===== src/rtl/shake_ctrl_if.sv =====
// shake_ctrl_if: message-in and output-word valid/ready handshakes of shake_ctrl
interface shake_ctrl_if #(parameter int PARALLEL_SLICES = 16);
  logic [PARALLEL_SLICES-1:0] msg_data;
  logic msg_valid;
  logic msg_last;
  logic msg_ready;
  logic out_valid;
  logic out_ready;
  modport master (output msg_data, msg_valid, msg_last, out_ready, input msg_ready, out_valid);
  modport slave (input msg_data, msg_valid, msg_last, out_ready, output msg_ready, out_valid);
endinterface


===== src/rtl/shake_ctrl.sv =====
// shake_ctrl: SHAKE128/256 sequencing FSM for the sliced Keccak data path; SHAKE_CTRL_ZEROFILL_EN zero-fills blocks cut short by msg_last
module shake_ctrl #(
  parameter int PARALLEL_SLICES = 16,
  parameter int NUM_SUB_ROUNDS = 4,
  parameter int KECCAK_ROUNDS = 24,
  parameter int WOUT = 32,
  parameter int OUT_LEN_W = 16,
  localparam int ROUND_MAX = (KECCAK_ROUNDS + 1) * NUM_SUB_ROUNDS - 1,
  localparam int ROUND_COUNT_WIDTH = $clog2(ROUND_MAX + 1),
  localparam int COUNTER_WIDTH = $clog2(21 * NUM_SUB_ROUNDS + 1)
) (
  input logic clk,
  input logic rst,
  input logic start,
  input logic mode256,
  input logic [OUT_LEN_W-1:0] out_words,
  shake_ctrl_if.slave bus,
  output logic [PARALLEL_SLICES-1:0] dp_din,
  output logic dp_absorb_data,
  output logic dp_computation_en,
  output logic dp_squeeze_output,
  output logic dp_bof,
  output logic dp_reset_ram,
  output logic dp_mux256,
  output logic [ROUND_COUNT_WIDTH-1:0] dp_round,
  output logic [COUNTER_WIDTH-1:0] dp_reads,
  output logic busy,
  output logic done,
  output logic err
);
  localparam logic [COUNTER_WIDTH-1:0] BLK128 = COUNTER_WIDTH'(21 * NUM_SUB_ROUNDS);
  localparam logic [COUNTER_WIDTH-1:0] BLK256 = COUNTER_WIDTH'(17 * NUM_SUB_ROUNDS);
  localparam logic [COUNTER_WIDTH-1:0] GMASK = COUNTER_WIDTH'(WOUT / PARALLEL_SLICES - 1);
  localparam logic [COUNTER_WIDTH-1:0] ONE = COUNTER_WIDTH'(1);
  typedef enum logic [2:0] {IDLE, CLEAR, ABSORB, FILL, PERMUTE, SQUEEZE, DONE} state_t;
`ifdef SHAKE_CTRL_ZEROFILL_EN
  localparam state_t EARLY = FILL;
`else
  localparam state_t EARLY = IDLE;
`endif
  state_t state, state_n;
  logic mode_q, first, pending, ov;
  logic [OUT_LEN_W-1:0] remaining;
  logic [ROUND_COUNT_WIDTH-1:0] round;
  logic [COUNTER_WIDTH-1:0] reads, blk;
  logic take, last_word, round_end, accept, advance, grp_end, blk_end, finish, release_ok;
  assign blk = mode_q ? BLK256 : BLK128;
  assign take = state == ABSORB && bus.msg_valid;
  assign last_word = reads == blk - ONE;
  assign round_end = round == ROUND_COUNT_WIDTH'(ROUND_MAX);
  assign accept = ov && bus.out_ready;
  assign release_ok = !ov || bus.out_ready;
  assign blk_end = reads == blk;
  assign advance = state == SQUEEZE && !blk_end && release_ok;
  assign grp_end = (reads & GMASK) == GMASK;
  assign finish = accept && remaining == OUT_LEN_W'(1);
  always_ff @(posedge clk) state <= !rst ? IDLE : state_n;
  always_comb begin
    state_n = state;
    case (state)
      IDLE: state_n = start ? CLEAR : IDLE;
      CLEAR: state_n = ABSORB;
      ABSORB: state_n = !take ? ABSORB : last_word ? PERMUTE : bus.msg_last ? EARLY : ABSORB;
      FILL: state_n = last_word ? PERMUTE : FILL;
      PERMUTE: state_n = !round_end ? PERMUTE : pending ? ABSORB : SQUEEZE;
      SQUEEZE: state_n = finish ? DONE : blk_end && release_ok ? PERMUTE : SQUEEZE;
      DONE: state_n = IDLE;
      default: state_n = IDLE;
    endcase
  end
  always_ff @(posedge clk) begin
    if (!rst) begin
      mode_q <= 1'b0;
      first <= 1'b0;
      pending <= 1'b0;
      ov <= 1'b0;
      remaining <= '0;
      round <= '0;
      reads <= '0;
      err <= 1'b0;
    end else begin
      if (state == IDLE && start) begin
        mode_q <= mode256;
        remaining <= out_words == '0 ? OUT_LEN_W'(1) : out_words;
        err <= 1'b0;
      end
      if (state == CLEAR) first <= 1'b1;
      if (take && last_word) begin
        first <= 1'b0;
        pending <= !bus.msg_last;
      end
      if (state == FILL && last_word) begin
        first <= 1'b0;
        pending <= 1'b0;
      end
`ifndef SHAKE_CTRL_ZEROFILL_EN
      if (take && !last_word && bus.msg_last) err <= 1'b1;
`endif
      if (state_n != state && state_n != FILL) reads <= '0;
      else if (take || state == FILL || advance) reads <= reads + ONE;
      round <= state == PERMUTE && !round_end ? round + ROUND_COUNT_WIDTH'(1) : '0;
      ov <= state_n == SQUEEZE && ((advance && grp_end) || (ov && !bus.out_ready));
      if (accept) remaining <= remaining - OUT_LEN_W'(1);
    end
  end
  always_comb begin
    dp_absorb_data = take || state == FILL;
    dp_din = take ? bus.msg_data : '0;
    dp_bof = first && (take || state == FILL);
    dp_computation_en = state == PERMUTE;
    dp_squeeze_output = state == SQUEEZE;
    dp_reset_ram = state == CLEAR;
    dp_mux256 = mode_q;
    dp_round = round;
    dp_reads = reads;
    bus.msg_ready = state == ABSORB;
    bus.out_valid = ov;
    busy = state != IDLE;
    done = state == DONE;
  end
endmodule


===== src/flat_wrapper.sv =====
// flat-port wrapper written by rule: the top's interface ports become plain ports
module shake_ctrl_flat 
#(
  parameter int PARALLEL_SLICES = 16,
  parameter int NUM_SUB_ROUNDS = 4,
  parameter int KECCAK_ROUNDS = 24,
  parameter int WOUT = 32,
  parameter int OUT_LEN_W = 16,
  localparam int ROUND_MAX = (KECCAK_ROUNDS + 1) * NUM_SUB_ROUNDS - 1,
  localparam int ROUND_COUNT_WIDTH = $clog2(ROUND_MAX + 1),
  localparam int COUNTER_WIDTH = $clog2(21 * NUM_SUB_ROUNDS + 1)
)
  (clk, rst, start, mode256, out_words, dp_din, dp_absorb_data, dp_computation_en, dp_squeeze_output, dp_bof, dp_reset_ram, dp_mux256, dp_round, dp_reads, busy, done, err, bus_msg_data, bus_msg_valid, bus_msg_last, bus_out_ready, bus_msg_ready, bus_out_valid);
  shake_ctrl_if #(.PARALLEL_SLICES(PARALLEL_SLICES)) bus_i ();
  input logic clk;
  input logic rst;
  input logic start;
  input logic mode256;
  input logic [OUT_LEN_W-1:0] out_words;
  output logic [PARALLEL_SLICES-1:0] dp_din;
  output logic dp_absorb_data;
  output logic dp_computation_en;
  output logic dp_squeeze_output;
  output logic dp_bof;
  output logic dp_reset_ram;
  output logic dp_mux256;
  output logic [ROUND_COUNT_WIDTH-1:0] dp_round;
  output logic [COUNTER_WIDTH-1:0] dp_reads;
  output logic busy;
  output logic done;
  output logic err;
  input wire logic [$bits(bus_i.msg_data)-1:0] bus_msg_data;
  input wire logic [$bits(bus_i.msg_valid)-1:0] bus_msg_valid;
  input wire logic [$bits(bus_i.msg_last)-1:0] bus_msg_last;
  input wire logic [$bits(bus_i.out_ready)-1:0] bus_out_ready;
  output wire logic [$bits(bus_i.msg_ready)-1:0] bus_msg_ready;
  output wire logic [$bits(bus_i.out_valid)-1:0] bus_out_valid;
  assign bus_i.msg_data = bus_msg_data;
  assign bus_i.msg_valid = bus_msg_valid;
  assign bus_i.msg_last = bus_msg_last;
  assign bus_i.out_ready = bus_out_ready;
  assign bus_msg_ready = bus_i.msg_ready;
  assign bus_out_valid = bus_i.out_valid;
  shake_ctrl #(.PARALLEL_SLICES(PARALLEL_SLICES), .NUM_SUB_ROUNDS(NUM_SUB_ROUNDS), .KECCAK_ROUNDS(KECCAK_ROUNDS), .WOUT(WOUT), .OUT_LEN_W(OUT_LEN_W)) u_core (.clk(clk), .rst(rst), .start(start), .mode256(mode256), .out_words(out_words), .bus(bus_i), .dp_din(dp_din), .dp_absorb_data(dp_absorb_data), .dp_computation_en(dp_computation_en), .dp_squeeze_output(dp_squeeze_output), .dp_bof(dp_bof), .dp_reset_ram(dp_reset_ram), .dp_mux256(dp_mux256), .dp_round(dp_round), .dp_reads(dp_reads), .busy(busy), .done(done), .err(err));
endmodule

===== config.mk =====
export PLATFORM = sky130hd
export DESIGN_NAME = shake_ctrl_flat
export DESIGN_NICKNAME = d
export VERILOG_FILES = /design/src/rtl/shake_ctrl_if.sv /design/src/rtl/shake_ctrl.sv /design/src/flat_wrapper.sv
export SDC_FILE = /design/constraint.sdc
export NUM_CORES = 1
export LEC_CHECK = 0
export BUFFER_PORTS_ARGS = -buffer_cell sky130_fd_sc_hd__buf_2
export CAP_MARGIN = 20
export CORE_MARGIN = 3
export CORE_UTILIZATION = 43
export DETAILED_ROUTE_END_ITERATION = 8
export GPL_TIMING_DRIVEN = 0
export HOLD_SLACK_MARGIN = 0.15
export PLACE_DENSITY = 0.74
export SYNTH_ARGS = -nofsm -noshare
export SYNTH_HDL_FRONTEND = slang
export SYNTH_SLANG_ARGS = --single-unit

===== constraint.sdc =====
create_clock -name clk -period 4.15 [get_ports clk]
set_input_delay 0.6225 -clock clk [delete_from_list [all_inputs] [get_ports clk]]
set_output_delay 0.6225 -clock clk [all_outputs]
set_load 0.03 [all_outputs]

# [Yosys cells after proc, flatten, opt, wreduce, memory -nomap -nowiden]
# Cells that the tools add are included.
[totals] register_bits=38 latchBits=0 mem_bits_rw=0 romBits=0 in_bits=39 output_inout_bits=41 memories=0
[classes] n_addsub=4 mul=0 div=0 order_cmp=0 n_eq_ne=13 shift=0 mux=17 n_bitwise=1 n_reduce_logical=36
[op_table] operator="two-way mux 16 bit" n=4
[op_table] operator="two-way mux 3 bit" n=6
[op_table] operator="one-hot mux 3 bit (6 select lines)" n=1
[op_table] operator="logical AND 1 bit" n=17
[op_table] operator="equality test 16 x 1 -> 1 bit (second input constant)" n=1
[op_table] operator="zero test 16 bit" n=1
[op_table] operator="subtractor 16 x 1 -> 16 bit (second input constant)" n=1
[op_table] operator="adder 7 x 1 -> 7 bit (second input constant)" n=2
[op_table] operator="equality test 7 bit" n=2
[op_table] operator="equality test 3 bit (second input constant)" n=4
[op_table] operator="equality test 7 bit (second input constant)" n=1
[op_table] operator="subtractor 7 x 1 -> 7 bit (second input constant)" n=1
[op_table] operator="equality test 3 x 2 -> 1 bit (second input constant)" n=2
[op_table] operator="zero test 1 bit" n=6
[op_table] operator="two-way mux 5 bit" n=1
[op_table] operator="logical OR 1 bit" n=4
[op_table] operator="two-way mux 1 bit" n=4
[op_table] operator="nonzero test 2 bit" n=2
[op_table] operator="OR reduction 2 bit" n=2
[op_table] operator="equality test 3 x 1 -> 1 bit (second input constant)" n=1
[op_table] operator="zero test 3 bit" n=1
[op_table] operator="!= test 3 x 2 -> 1 bit (second input constant)" n=1
[op_table] operator="!= test 3 bit" n=1
[op_table] operator="nonzero test 3 bit" n=1
[op_table] operator="4 further kinds" n=4

# [Logic depth before layout (Yosys ltp)]
[depth] depth_word=9 ltp_mapped=8 depth_no_buf=8

# [Worst setup path before layout]
# Ideal clock, no wire load.
[synth_timing] path_type="reg2out" from="register u_core.state[1]" to="output port dp_din[10]" t_arrival_ns=1.790 setup_slack_ns=1.738 path_stages_with_launch=6 path_cell_list="dfxtp_1 -> clkbuf_1 -> nand2b_1 -> nor2_1 -> clkbuf_1 -> and3_1"
[synth_via] elab_chain_len=3
[synth_rtl] element="from (decl)" line="shake_ctrl.sv:41" rtl="state_t state, state_n;"
[synth_rtl] element="from (signal assigned)" line="shake_ctrl.sv:57" rtl="always_ff @(posedge clk) state <= !rst ? IDLE : state_n;"
[synth_rtl] element="equality test 3 x 2 -> 1 bit"
[synth_rtl] element="named net bus_msg_ready" line="flat_wrapper.sv:36" rtl="output wire logic [$bits(bus_i.msg_ready)-1:0] bus_msg_ready;"
[synth_rtl] element="logical AND 1 bit" line="shake_ctrl.sv:48" rtl="assign take = state == ABSORB && bus.msg_valid;"
[synth_rtl] element="two-way mux 16 bit" line="shake_ctrl.sv:108" rtl="dp_din = take ? bus.msg_data : '0;"
[synth_rtl] element="to (decl)" line="flat_wrapper.sv:20" rtl="output logic [PARALLEL_SLICES-1:0] dp_din;"
# The timed path passes the listed nets, and every way through them passes these cells.

# [Worst setup path in the final report]
[layout_timing] from="register u_core.state[1]" to="output port dp_din[13]"
[layout_via] elab_chain_len=3
[layout_rtl] element="equality test 3 x 2 -> 1 bit" line="shake_ctrl.sv:48"
[layout_rtl] element="logical AND 1 bit" line="shake_ctrl.sv:48"
[layout_rtl] element="two-way mux 16 bit" line="shake_ctrl.sv:108"
# Every way passes these cells.

==> flow_summary.yaml <==
detailed_routing:
  drc_errors: 0
  drtPass1Iterations: 5
  wl_per_cell_um: 13.6
  vias: 2312
  routed_wl_mm: 5.85
  drt_iter0_markers: 147
  ant_nets: 0
  routed_via_density: 5.38
yosys:
  synth_common_cells: "38 x dfxtp_1, 37 x nor2_1, 28 x nand2_1"
  yosysSeqAreaShare: 0.343
  synth_ff_type: "dfxtp_1"
  ys_ff_latch: 38
  synth_top_cell_by_area: "dfxtp_1"
  synthAdderAreaFrac: 0.0282
  synth.area.top_cells: "dfxtp_1 34%, nor2_1 6.3%, nand2_1 4.7%, and3_1 4.5%, xnor2_1 4.3%"
  synth_compound_area_frac: 0.150
  async_flop_share: 0
  synth_warnings: 0
  syn-num-nets: 320
  synth_edf_count: 0
  synth_top_family_by_area: "simple AND/OR/NAND/NOR gates"
  synth.cell_area_um2: 2220
  synthCells: 276
  yosysMostFrequentCell: "dfxtp_1"
  synth.distinct_cells: 54
  synth_top_area_frac: 0.343
  synth-simple-area-share: 0.372
  synth_xor_area_frac: 0.0593
  syn_avg_cell_area_um2: 8.03
  synth.mux.area_fraction: 0.0164
cts:
  ctsHtreeMaxLevel: 2
  clockBufferDepth: 2
  worstSkewPairLatency_ps: 290
  cts_hold_buf: 0
  clock_sinks: 38
  clkTransAtPathRegs_ps: 80
  numCtsBuffers: 5
  post_cts_buffers: 0
  cts-resized-gates: 0
  clockRootBuffer: "clkbuf_8"
  cts_tree: "done"
grt:
  grt-ovfl-total: 0
  grt_first_pass_wirelength_mm: 9.66
  grt_max_degree: 12
  grt_pass1_vias: 2133
  antenna_found_initial: 0
  grt_util_all_layers: 0.195
sta:
  min_period_ps: 2830
  max_freq_mhz: 354
  max_slew_margin: 0.602
  worstMarginPinSlew_ps: 595
  rsz0062_at_grt: "no"
  drv_slew: 0
  setup_tns_ps: 0
  whs_ps: 478
  setup_viol: 0
  hold_viol: 0
  finalWorstSetupSlack_ps: 1320
  finClkSkew_ps: 5.30
  fin_crit_sh: 0.682
job:
  cap_viol_max_count: 0
finish:
  syn_to_final_growth_pct: 25.7
  fill_cells: 448
  final_nets: 406
  fin_area_um2: 2790
  layout-drive-gt1-share: 0.275
  n_antenna_cell: 0
setup_path:
  critPathRequiredTime_ps: 3530
  critPathKind: "flop to output pin"
  startpoint_type: "flop"
  crit_fanout: 10
  cp.arrival_ps: 2210
  cpMostUsedCell: "clkbuf_1"
  r2r_start: "u_core.dp_reads[6]$_SDFFE_PP0P_"
  crit_path_top_delay_cell: "nor2_1"
  r2r_end: "u_core.dp_reads[3]$_SDFFE_PP0P_"
  rr_worst_depth: 6
  crit_path_end_kind: "output pin"
  path_buf_inv: 3
  crit_chain: "clkbuf_1 -> nand2b_1 -> nor2_1 -> clkbuf_1 -> and3_1 -> buf_2"
  r2r_slack_ps: 1780
  max_stage_delay_ps: 480
  crit_family: "simple AND/OR/NAND/NOR gates"
floorplan:
  fp-row-count: 25
  die_w_um: 77.8
  fp.dieH_um: 77.8
  dieArea_um2: 6050
  num_io_pins: 80
  fp.coreArea_um2: 4850
  start_util: 0.457
place:
  port_buffers: 79
  pre_cts_ws_ps: 1650
  dpl.hpwl_mm: 4.52
  gp_congestion: 0.856
  place_area_um2: 2700
power_and_ir_drop:
  cellPowerDensity_nw_per_um2: 303
  power.total_uw: 845
  ir_drop_mv: 0.187
  p_leak_nw: 1.23
worst_hold_path:
  hold_path_end: "u_core.dp_round[0]$_SDFF_PN0_"
  min_from: "u_core.dp_round[0]$_SDFF_PN0_"
  holdPathStages: 1
  hold_path_class: "flop to flop"
status:
  status: "completed"
-- flip-flops by register name, summed over array words and instances, names as in the netlist --
signal,flops
u_core.state,3
u_core.first,1
u_core.bus.out_valid,1
u_core.dp_reads,7
u_core.remaining,16
u_core.dp_round,7
u_core.err,1
u_core.pending,1
u_core.dp_mux256,1
-- logic make-up after synthesis --
group,after synthesis
adder cells (fa/ha/maj),5
multiplexers,3
buffers and inverters,17
flip-flops,38
AND/OR/NAND/NOR,154
XOR/XNOR,15
AO/OA/AOI/OAI,44
-- cell type report --
class,count,area (um^2),area share
Clock inverter,1,5.00,0.00180
Clock buffer,7,86.3,0.0310
Buffer,8,33.8,0.0121
Timing Repair Buffer,79,395,0.142
Inverter,9,33.8,0.0121
Multi-Input combinational cell,221,1390,0.498
Sequential cell,38,761,0.273
Tap cell,67,83.8,0.0301
-- per-stage QoR --
stage | std cells | utilization
6_report | 430 | 0.575
5_1_grt | 430 | 0.575
4_1_cts | 430 | 0.575
3_5_place_dp | 422 | 0.556
3_3_place_gp | 422 | 0.556
2_1_floorplan | 276 | -
-- report_power, final --
group          internal (mW)  switching (mW)
registers              0.381          0.0168
clock network          0.134           0.133
logic                 0.0685           0.112
total                  0.583           0.262
-- per-layer routing --
| metal | wire (um) | up-vias | share of wire | global-route usage |
|---|---|---|---|---|
| met3 | 435 | 9 | 0.074 | 0.0464 |
| met1 | 2600 | 1056 | 0.44 | 0.245 |
| met5 | 0 | - | 0 | 0 |
| li1 | - | 1170 | - | - |
| met2 | 2740 | 77 | 0.47 | 0.330 |
| met4 | 73 | 0 | 0.012 | 0.0587 |
-- placed cells by master (no fill, tap or decap), drive strengths merged, types with 7 or more instances in the layout --
cell type  Yosys  routed
nand3         12      12
nor4           8       8
a21oi         13      13
nand2         28      28
nor3          17      17
inv            8       8
buf            2      81
and3          16      16
xnor2         11      11
nor2          37      37
and2           7       7
clkbuf         6      13
dfxtp         38      38
-- worst max-delay path by stage --
stage                               startpoint         end  slack, ps  cells after the start
finish              u_core.state[1]$_SDFF_PN0_  dp_din[13]       1320                      6
global placement    u_core.state[1]$_SDFF_PN0_   dp_din[8]       1680                      6
floorplan           u_core.state[1]$_SDFF_PN0_  dp_din[10]       1740                      5
global route        u_core.state[1]$_SDFF_PN0_   dp_din[7]        970                      6
detailed placement  u_core.state[1]$_SDFF_PN0_  dp_din[13]       1650                      6
CTS                 u_core.state[1]$_SDFF_PN0_  dp_din[13]       1320                      6
Power figures use the tool's default switching activity.
